$ cat src/rtl/divider_pkg.sv
// Shared definitions for the divider family: FSM state encoding and
// iteration-counter sizing.
package divider_pkg;

    localparam logic [1:0] ST_IDLE = 2'd0;
    localparam logic [1:0] ST_RUN  = 2'd1;
    localparam logic [1:0] ST_FIX  = 2'd2;

    // The counter must hold the value DATA_WIDTH itself, not just DATA_WIDTH-1.
    function automatic int cnt_width(input int width);
        return $clog2(width) + 1;
    endfunction

endpackage

$ cat src/rtl/seq_divider_if.sv
// Request/result bundle of the sequential divider.
// Handshake: a request is taken on a rising Clk edge where Ready && Start are
// both high. Ready is high only while the unit is idle and its result outputs are valid.
interface seq_divider_if #(
    parameter int DATA_WIDTH = 16
);
    logic [DATA_WIDTH-1:0] InputA;
    logic [DATA_WIDTH-1:0] InputB;
    logic                  Sign;
    logic                  Start;
    logic [DATA_WIDTH-1:0] Quotient;
    logic [DATA_WIDTH-1:0] Remainder;
    logic                  DivByZero;
    logic                  Ready;

    modport master (
        output InputA, InputB, Sign, Start,
        input  Quotient, Remainder, DivByZero, Ready
    );

    modport slave (
        input  InputA, InputB, Sign, Start,
        output Quotient, Remainder, DivByZero, Ready
    );
endinterface

$ cat src/rtl/twos_negate.sv
// Combinational conditional two's-complement negate. The most-negative value
// maps to itself, which the divider reads as the unsigned magnitude 2^(W-1).
module twos_negate #(
    parameter int DATA_WIDTH = 16
) (
    input  logic [DATA_WIDTH-1:0] in,
    input  logic                  en,
    output logic [DATA_WIDTH-1:0] out
);
    assign out = en ? ({DATA_WIDTH{1'b0}} - in) : in;
endmodule

$ cat src/rtl/seq_divider.sv
// Multi-cycle restoring divider: one quotient bit per clock on unsigned
// magnitudes, then a single sign-fix cycle before the result is published.
module seq_divider
    import divider_pkg::*;
#(
    parameter int DATA_WIDTH = 16
) (
    input  logic         Clk,
    input  logic         nReset,
    seq_divider_if.slave bus,
    output logic [1:0]   dbg_state
);
    localparam int W  = DATA_WIDTH;
    localparam int CW = cnt_width(DATA_WIDTH);

    logic [1:0]    state_q, state_d;
    logic [CW-1:0] cnt_q;
    logic [W-1:0]  divisor_q, dividend_q, rem_q;
    logic [W-1:0]  quot_q, rem_out_q;
    logic          negq_q, negr_q, zero_q, dbz_q;
    logic          ready, accept, run_step, fix_step;
    logic          a_neg, b_neg, zero_b;
    logic [W-1:0]  abs_a, abs_b, q_fixed, r_fixed;
    logic [W:0]    shifted, diff;

    assign a_neg  = bus.Sign & bus.InputA[W-1];
    assign b_neg  = bus.Sign & bus.InputB[W-1];
    assign zero_b = (bus.InputB == '0);

    twos_negate #(.DATA_WIDTH(W)) u_abs_a (.in(bus.InputA), .en(a_neg),  .out(abs_a));
    twos_negate #(.DATA_WIDTH(W)) u_abs_b (.in(bus.InputB), .en(b_neg),  .out(abs_b));
    twos_negate #(.DATA_WIDTH(W)) u_fix_q (.in(dividend_q), .en(negq_q), .out(q_fixed));
    twos_negate #(.DATA_WIDTH(W)) u_fix_r (.in(rem_q),      .en(negr_q), .out(r_fixed));

    // The restored remainder is always below the divisor, so W+1 bits are
    // enough to hold both the shifted value and the sign of the trial result.
    assign shifted = {rem_q, dividend_q[W-1]};
    assign diff    = shifted - {1'b0, divisor_q};

    always_ff @(posedge Clk or negedge nReset) begin
        if (!nReset) state_q <= ST_IDLE;
        else         state_q <= state_d;
    end

    always_comb begin
        state_d = state_q;
        case (state_q)
            ST_IDLE: if (bus.Start) state_d = ST_RUN;
            ST_RUN:  if (cnt_q == CW'(1)) state_d = ST_FIX;
            ST_FIX:  state_d = ST_IDLE;
            default: state_d = ST_IDLE;
        endcase
    end

    always_comb begin
        ready    = 1'b0;
        accept   = 1'b0;
        run_step = 1'b0;
        fix_step = 1'b0;
        case (state_q)
            ST_IDLE: begin
                ready  = 1'b1;
                accept = bus.Start;
            end
            ST_RUN:  run_step = 1'b1;
            ST_FIX:  fix_step = 1'b1;
            default: ;
        endcase
    end

    always_ff @(posedge Clk or negedge nReset) begin
        if (!nReset) begin
            divisor_q  <= '0;
            dividend_q <= '0;
            rem_q      <= '0;
            cnt_q      <= '0;
            negq_q     <= 1'b0;
            negr_q     <= 1'b0;
            zero_q     <= 1'b0;
        end else if (accept) begin
            divisor_q  <= abs_b;
            dividend_q <= abs_a;
            rem_q      <= '0;
            cnt_q      <= CW'(W);
            // A zero divisor yields all-ones from the algorithm; only the
            // quotient negate would spoil that. Negating the remainder (|A|)
            // restores the dividend exactly as sampled.
            negq_q     <= (a_neg ^ b_neg) & ~zero_b;
            negr_q     <= a_neg;
            zero_q     <= zero_b;
        end else if (run_step) begin
            rem_q      <= diff[W] ? shifted[W-1:0] : diff[W-1:0];
            dividend_q <= {dividend_q[W-2:0], ~diff[W]};
            cnt_q      <= cnt_q - CW'(1);
        end
    end

    always_ff @(posedge Clk or negedge nReset) begin
        if (!nReset) begin
            quot_q    <= '0;
            rem_out_q <= '0;
            dbz_q     <= 1'b0;
        end else if (fix_step) begin
            quot_q    <= q_fixed;
            rem_out_q <= r_fixed;
            dbz_q     <= zero_q;
        end
    end

    assign bus.Ready     = ready;
    assign bus.Quotient  = quot_q;
    assign bus.Remainder = rem_out_q;
    assign bus.DivByZero = dbz_q;
    assign dbg_state     = state_q;

endmodule

$ cat src/flat_wrapper.sv
// flat-port wrapper written by rule: the top's interface ports become plain ports
module seq_divider_flat import divider_pkg::*;
#(
    parameter int DATA_WIDTH = 16
)
  (Clk, nReset, dbg_state, bus_InputA, bus_InputB, bus_Sign, bus_Start, bus_Quotient, bus_Remainder, bus_DivByZero, bus_Ready);
  seq_divider_if #(.DATA_WIDTH(DATA_WIDTH)) bus_i ();
  input  logic Clk;
  input  logic nReset;
  output logic [1:0] dbg_state;
  input wire logic [$bits(bus_i.InputA)-1:0] bus_InputA;
  input wire logic [$bits(bus_i.InputB)-1:0] bus_InputB;
  input wire logic [$bits(bus_i.Sign)-1:0] bus_Sign;
  input wire logic [$bits(bus_i.Start)-1:0] bus_Start;
  output wire logic [$bits(bus_i.Quotient)-1:0] bus_Quotient;
  output wire logic [$bits(bus_i.Remainder)-1:0] bus_Remainder;
  output wire logic [$bits(bus_i.DivByZero)-1:0] bus_DivByZero;
  output wire logic [$bits(bus_i.Ready)-1:0] bus_Ready;
  assign bus_i.InputA = bus_InputA;
  assign bus_i.InputB = bus_InputB;
  assign bus_i.Sign = bus_Sign;
  assign bus_i.Start = bus_Start;
  assign bus_Quotient = bus_i.Quotient;
  assign bus_Remainder = bus_i.Remainder;
  assign bus_DivByZero = bus_i.DivByZero;
  assign bus_Ready = bus_i.Ready;
  seq_divider #(.DATA_WIDTH(DATA_WIDTH)) u_core (.Clk(Clk), .nReset(nReset), .bus(bus_i), .dbg_state(dbg_state));
endmodule
$ cat config.mk
export PLATFORM = sky130hd
export DESIGN_NAME = seq_divider_flat
export DESIGN_NICKNAME = d
export VERILOG_FILES = /design/src/rtl/divider_pkg.sv /design/src/rtl/seq_divider_if.sv /design/src/rtl/twos_negate.sv /design/src/rtl/seq_divider.sv /design/src/flat_wrapper.sv
export SDC_FILE = /design/constraint.sdc
export NUM_CORES = 1
export LEC_CHECK = 0
export ABC_CLOCK_PERIOD_IN_PS = 2640
export CAP_MARGIN = 20
export CORE_MARGIN = 3
export CORE_UTILIZATION = 58
export CTS_CLUSTER_DIAMETER = 150
export DETAILED_ROUTE_END_ITERATION = 6
export DONT_BUFFER_PORTS = 1
export MAX_ROUTING_LAYER = met4
export PLACE_DENSITY = 0.76
export SLEW_MARGIN = 20
export SYNTH_ARGS = -nofsm -noshare
export SYNTH_HDL_FRONTEND = slang
export SYNTH_SLANG_ARGS = --single-unit
$ cat constraint.sdc
create_clock -name Clk -period 2.64 [get_ports Clk]
set_input_delay 0.528 -clock Clk [delete_from_list [all_inputs] [get_ports Clk]]
set_output_delay 0.528 -clock Clk [all_outputs]
set_load 0.01 [all_outputs]
== Yosys cells after proc, flatten, opt, wreduce, memory -nomap -nowiden ==
Cells that the tools add are included.

* Memories kept: 0
* Output and inout port bits: 36
* Bits in writable memories: 0
* Bits in latches: 0
* Bits in registers: 91
* Bits in read-only memories: 0
* Input port bits: 36
* Word-level logic and storage cells: 50

* Bitwise operators: 6
* Muxes and demuxes: 18
* Magnitude comparators: 0
* Div/mod/pow operators: 0
* Multiply operators: 0
* Shift-type cells: 0
* Reductions and logical operators: 4
* $add $sub $neg: 6
* Equal/unequal tests: 5

{| class="wikitable"
|+ Operators with widths
! kind !! number
|-
| 2-to-1 mux 16 bit || 9
|-
| subtractor 1 x 16 -> 16 bit (first input constant) || 4
|-
| subtractor 17 x 16 -> 17 bit || 1
|-
| zero test 16 bit || 1
|-
| 2-to-1 mux 5 bit || 2
|-
| equality test 5 x 1 -> 1 bit (second input constant) || 1
|-
| subtractor 5 x 1 -> 5 bit (second input constant) || 1
|-
| 2-to-1 mux 1 bit || 4
|-
| 2-to-1 mux 2 bit || 2
|-
| case mux 2 bit (2 select lines) || 1
|-
| AND 1 bit || 3
|-
| equality test 2 x 1 -> 1 bit (second input constant) || 1
|-
| equality test 2 bit (second input constant) || 1
|-
| zero test 2 bit || 1
|-
| != test 2 x 1 -> 1 bit (second input constant) || 1
|-
| != test 2 bit (second input constant) || 1
|-
| inverter 1 bit || 2
|-
| AND reduction 2 bit || 1
|-
| nonzero test 2 bit || 1
|-
| bitwise XOR 1 bit || 1
|}

== Logic depth before layout (Yosys ltp) ==
* Depth after elaboration: 4
* Mapped depth: 11
* Gate-level depth less buffers: 10

== Modules after synthesis ==
From an unflattened synthesis, not the netlist that was laid out.

* Cell total of the unflattened synthesis: 700
* Area total of the unflattened synthesis: 6,510.0 µm²

{| class="wikitable"
|+ By module, submodules not included
! module !! seq. area each (µm²) !! cells an instance !! area each (µm²) !! times used
|-
| seq_divider || 2,277.2 || 496 || 4,913.5 || 1
|-
| twos_negate || 0.0 || 51 || 399.1 || 4
|}

== Least setup slack after synthesis ==
OpenSTA, ideal clock, no wires.

* Path type: register to register
* Start: register u_core.dividend_q[15]
* End: register u_core.rem_q[1]
* Data arrival time: 2.453 ns
* Path slack: 0.111 ns
* Path buffers: 0
* Cell stages (with the launch flop): 11
* Clock period less this slack: 2.529 ns
* Data required time: 2.564 ns
* Setup time: 0.076 ns
* Cell sequence: dfrtp_1 -> inv_1 -> ha_1 -> fa_1 -> nand2b_1 -> a21oi_2 -> o21ai_2 -> o21ai_2 -> xor2_4 -> mux2_2 -> o21ai_1

* Longest elaborated chain between the ends: 4

{| class="wikitable"
|+ Ends and longest elaborated chain
! item !! line !! text
|-
| from (decl) || seq_divider.sv:18 || <nowiki>logic [W-1:0] divisor_q, dividend_q, rem_q;</nowiki>
|-
| from (signal assigned) || seq_divider.sv:82 || <nowiki>dividend_q <= abs_a;</nowiki>
|-
| from (signal assigned) || seq_divider.sv:93 || <nowiki>dividend_q <= {dividend_q[W-2:0], ~diff[W]};</nowiki>
|-
| subtractor 17 x 16 -> 17 bit || seq_divider.sv:38 || <nowiki>assign diff = shifted - {1'b0, divisor_q};</nowiki>
|-
| 2-to-1 mux 16 bit || seq_divider.sv:92 || <nowiki>rem_q <= diff[W] ? shifted[W-1:0] : diff[W-1:0];</nowiki>
|-
| 2-to-1 mux 16 bit || seq_divider.sv:91 || <nowiki>end else if (run_step) begin</nowiki>
|-
| 2-to-1 mux 16 bit || seq_divider.sv:80 || <nowiki>end else if (accept) begin</nowiki>
|-
| to (signal assigned) || seq_divider.sv:92 ||
|-
| to (decl) || seq_divider.sv:18 ||
|}

No other way between the ends. The select of a mux whose other input is x is not followed.
A chain may end at the register's enable or synchronous reset.

== Final worst setup path ==
* Start: register u_core.dividend_q[15]
* End: register u_core.rem_q[5]

Same word-level chain as after synthesis.

==> impl_metrics.toml <==
[status]
outcome = "finished clean"

[flow_run]
maxCapViolCount = 0

[placement]
place_area_um2 = 5830
placed_cells = 757
placement.io_buffers = 0
gp_congestion = 0.943
dp_hpwl_um = 9850

[route]
drt_first_pass_iters = 5
viasPerCell = 5.95
first_iter_violations = 423
drtAntennaViolNets = 0
drc = 0
route.vias.total = 4615
post_drt_wl_per_cell_um = 16.8
wirelength_um = 13000

[power_and_ir_drop]
pwr-share-seq_pct = 30.5
power.share.clock_pct = 11.6
ir_drop_v = 0.000661
power_density_nw_per_um2 = 1460
total_leakage_power_nw = 2.67
p_sw_share_pct = 45.6
power.internal_mw = 4.88
power.switching_mw = 4.09
power.share.combinational_pct = 57.9

[sta]
skew_ns = 0.0180
whs_ns = 0.0531
period_share_pct = 94.8
finalCriticalPeriod_ns = 2.50
rsz0062_at_grt = "false"
slew_headroom_pct = 36.3
fin_setup_tns_ns = 0
hold_viol_final = 0
drv_slew = 0
setup_viol = 0
max_slew.worst_pin.slew_ns = 0.952
fmax_ghz = 0.400

[synthesis]
async_reset_ff_share_pct = 100
ys_seq_elements = 91
synth.distinct_cells = 53
synth_ff_type = "dfrtp_1"
synth-edff-count = 0
netlist_instances = 639
netlist_top_cells_area = "dfrtp_1, o21ai_0, xor2_1, nand2_1, ha_1"
synth_warnings = 0
synth_area_per_cell_um2 = 8.81
yosysTopAreaCell = "dfrtp_1"
yosys.area.top_type_share_pct = 40.4
ys_seq_area_share_pct = 40.4
syn_area_um2 = 5630
synth_nets = 698

[die]
initial_core_util_pct = 60.4
die_h_um = 105
die_w_um = 105
core_um2 = 9330
ios = 72
fp.dieArea_um2 = 10900
rows = 35

[global_routing]
grt_max_degree = 92
grt_overflow_total = 0
grt_pass1_wl_um = 21700
grt_pass1_vias = 4418
grt_usage_pct = 25.0
antenna_found_initial = 0

[finish]
drive_gt1_share_pct = 8.81
final_cell_count_no_fill = 776
seq_area_um2 = 2280
diodes = 0
area_delta_synth_final_pct = 8.93
num-nets-final = 701
design_area_um2 = 6130
multi_input_area_um2 = 3130
fillers = 803
postLayoutCoreUtil_pct = 65.8

[critical_path]
end_kind = "register"
crit_required_ns = 2.88
startpoint_type = "register"
cp_max_fo = 6
crit_type = "reg2reg"
rrSetupSlack_ns = 0.14
worst-endpoint-arrival_ns = 2.74

[clock_network]
insertion_delay_ns = 0.38
cts-buffers-inserted = 9
clock-sinks = 91
clockRootBuffer = "clkbuf_8"
htreeDepth = 3
cts.clk_slew.worst_paths_ns = 0.11
cts_tree = "built"
clockBufferDepth = 2

[worst_hold_path]
hold_path.class = "in2async"
-- synthesized netlist by cell type, types with 13 or more instances --
library cell and instances:
o21ai_0 91, clkbuf_1 29, nor2_1 29, xor2_1 43
xnor2_1 25, ha_1 22, dfrtp_1 91, mux2i_1 17
inv_1 28, nand2_1 89, a21oi_1 27, nand3_1 23
a22oi_1 13
-- state kept, by name, summed over array words and instances, names as in the netlist --
name and cells:
u_core.bus.Quotient 16, u_core.bus.Remainder 16, u_core.dividend_q 16, u_core.divisor_q 16
u_core.rem_q 16, u_core.cnt_q 5, u_core.dbg_state 2, u_core.bus.DivByZero 1
u_core.negq_q 1, u_core.negr_q 1, u_core.zero_q 1
-- timing repair --
| action | CTS | global route |
|---|---|---|
| hold endpoints to repair | 91 | 0 |
| cloned | 0 | 1 |
| hold buffers | 1 | 0 |
| setup endpoints to repair | 1 | 16 |
| buffers inserted | 1 | 0 |
| pin swaps | 0 | 2 |
| gates resized for setup | 0 | 7 |
-- per-layer routing --
metal	vias to the layer above	wire length [um]	GRT usage (%)	part of all wire, %
li1	2237	-	-	-
met1	2185	5990	35.3	46
met2	177	5780	36.5	44
met3	16	1120	6.79	8.6
met4	0	127	4.65	0.98
met5	-	0	-	0
-- cell families (layout without fill, tap and decap cells) --
logic type                 Yosys count  after routing  synth area share (%)
and+or+nand+nor                    193            193                  16.0
AOI/OAI and AO/OA                  184            184                  19.4
DFF                                 91             91                  40.4
xor gates and xnor gates            69             69                  11.1
buffers and inverters               60             68                  4.44
adders and majority gates           23             23                  5.24
muxes                               19             19                  3.42
-- cell usage in the layout (no fill, tap or decap), types with 19 or more instances in the layout --
cell,count
dfrtp_1,91
o21ai_0,90
nand2_1,89
xor2_1,43
nor2_1,29
inv_1,28
a21oi_1,27
xnor2_1,25
nand3_1,23
ha_1,20
buf_4,19
-- worst max-delay path: stages, from the launching register on --
cell,delay (ns)
dfrtp_1,0.35
inv_1,0.06
ha_2,0.19
fa_2,0.35
nand2b_4,0.17
a21oi_4,0.17
o21ai_2,0.10
o21ai_2,0.21
xor2_4,0.30
buf_12,0.17
mux2i_1,0.21
o21ai_1,0.09
-- power groups by stage --
stage          Clock [mW]  Sequential (mW)  Combinational, mW
6_report             1.04             2.74               5.20
3_5_place_dp            0             2.75               4.86
5_1_grt              1.11             2.82               5.79
4_1_cts              1.05             2.72               4.95
2_1_floorplan           0             2.58               3.81
3_3_place_gp            0             2.71               4.69
-- layout make-up --
type | instances | area share, %
multi-input cells | 488 | 51.0
flip-flops and latches | 91 | 37.1
repair buffers | 24 | 4.02
well taps | 129 | 2.63
clock buffers | 10 | 2.24
inverters | 28 | 1.71
clock inverters | 6 | 1.26
-- per-stage QoR --
stage / setup WS, ns / power [mW]
floorplan: 0.111 / 6.39
global placement: 0.147 / 7.40
detailed placement: 0.0358 / 7.62
CTS: 0.00284 / 8.72
global route: 0.0193 / 9.72
finish: 0.137 / 8.97
-- path summary, 6_finish.rpt --
path / cells past startpoint / start / to
worst max-delay path: 11 / u_core.dividend_q[15]$_DFFE_PN0P_ / u_core.rem_q[5]$_DFFE_PN0P_
worst min-delay path: 1 / nReset / u_core.bus.Quotient[15]$_DFFE_PN0N_
worst max register to register: 11 / u_core.dividend_q[15]$_DFFE_PN0P_ / u_core.rem_q[5]$_DFFE_PN0P_
worst min register to register: 2 / u_core.divisor_q[6]$_DFFE_PN0P_ / u_core.divisor_q[6]$_DFFE_PN0P_
max in group asynchronous: 1 / nReset / u_core.divisor_q[6]$_DFFE_PN0P_
min in group Clk: 1 / bus_InputB[15] / u_core.zero_q$_DFFE_PN0P_
(Power assumes the default switching activity.)
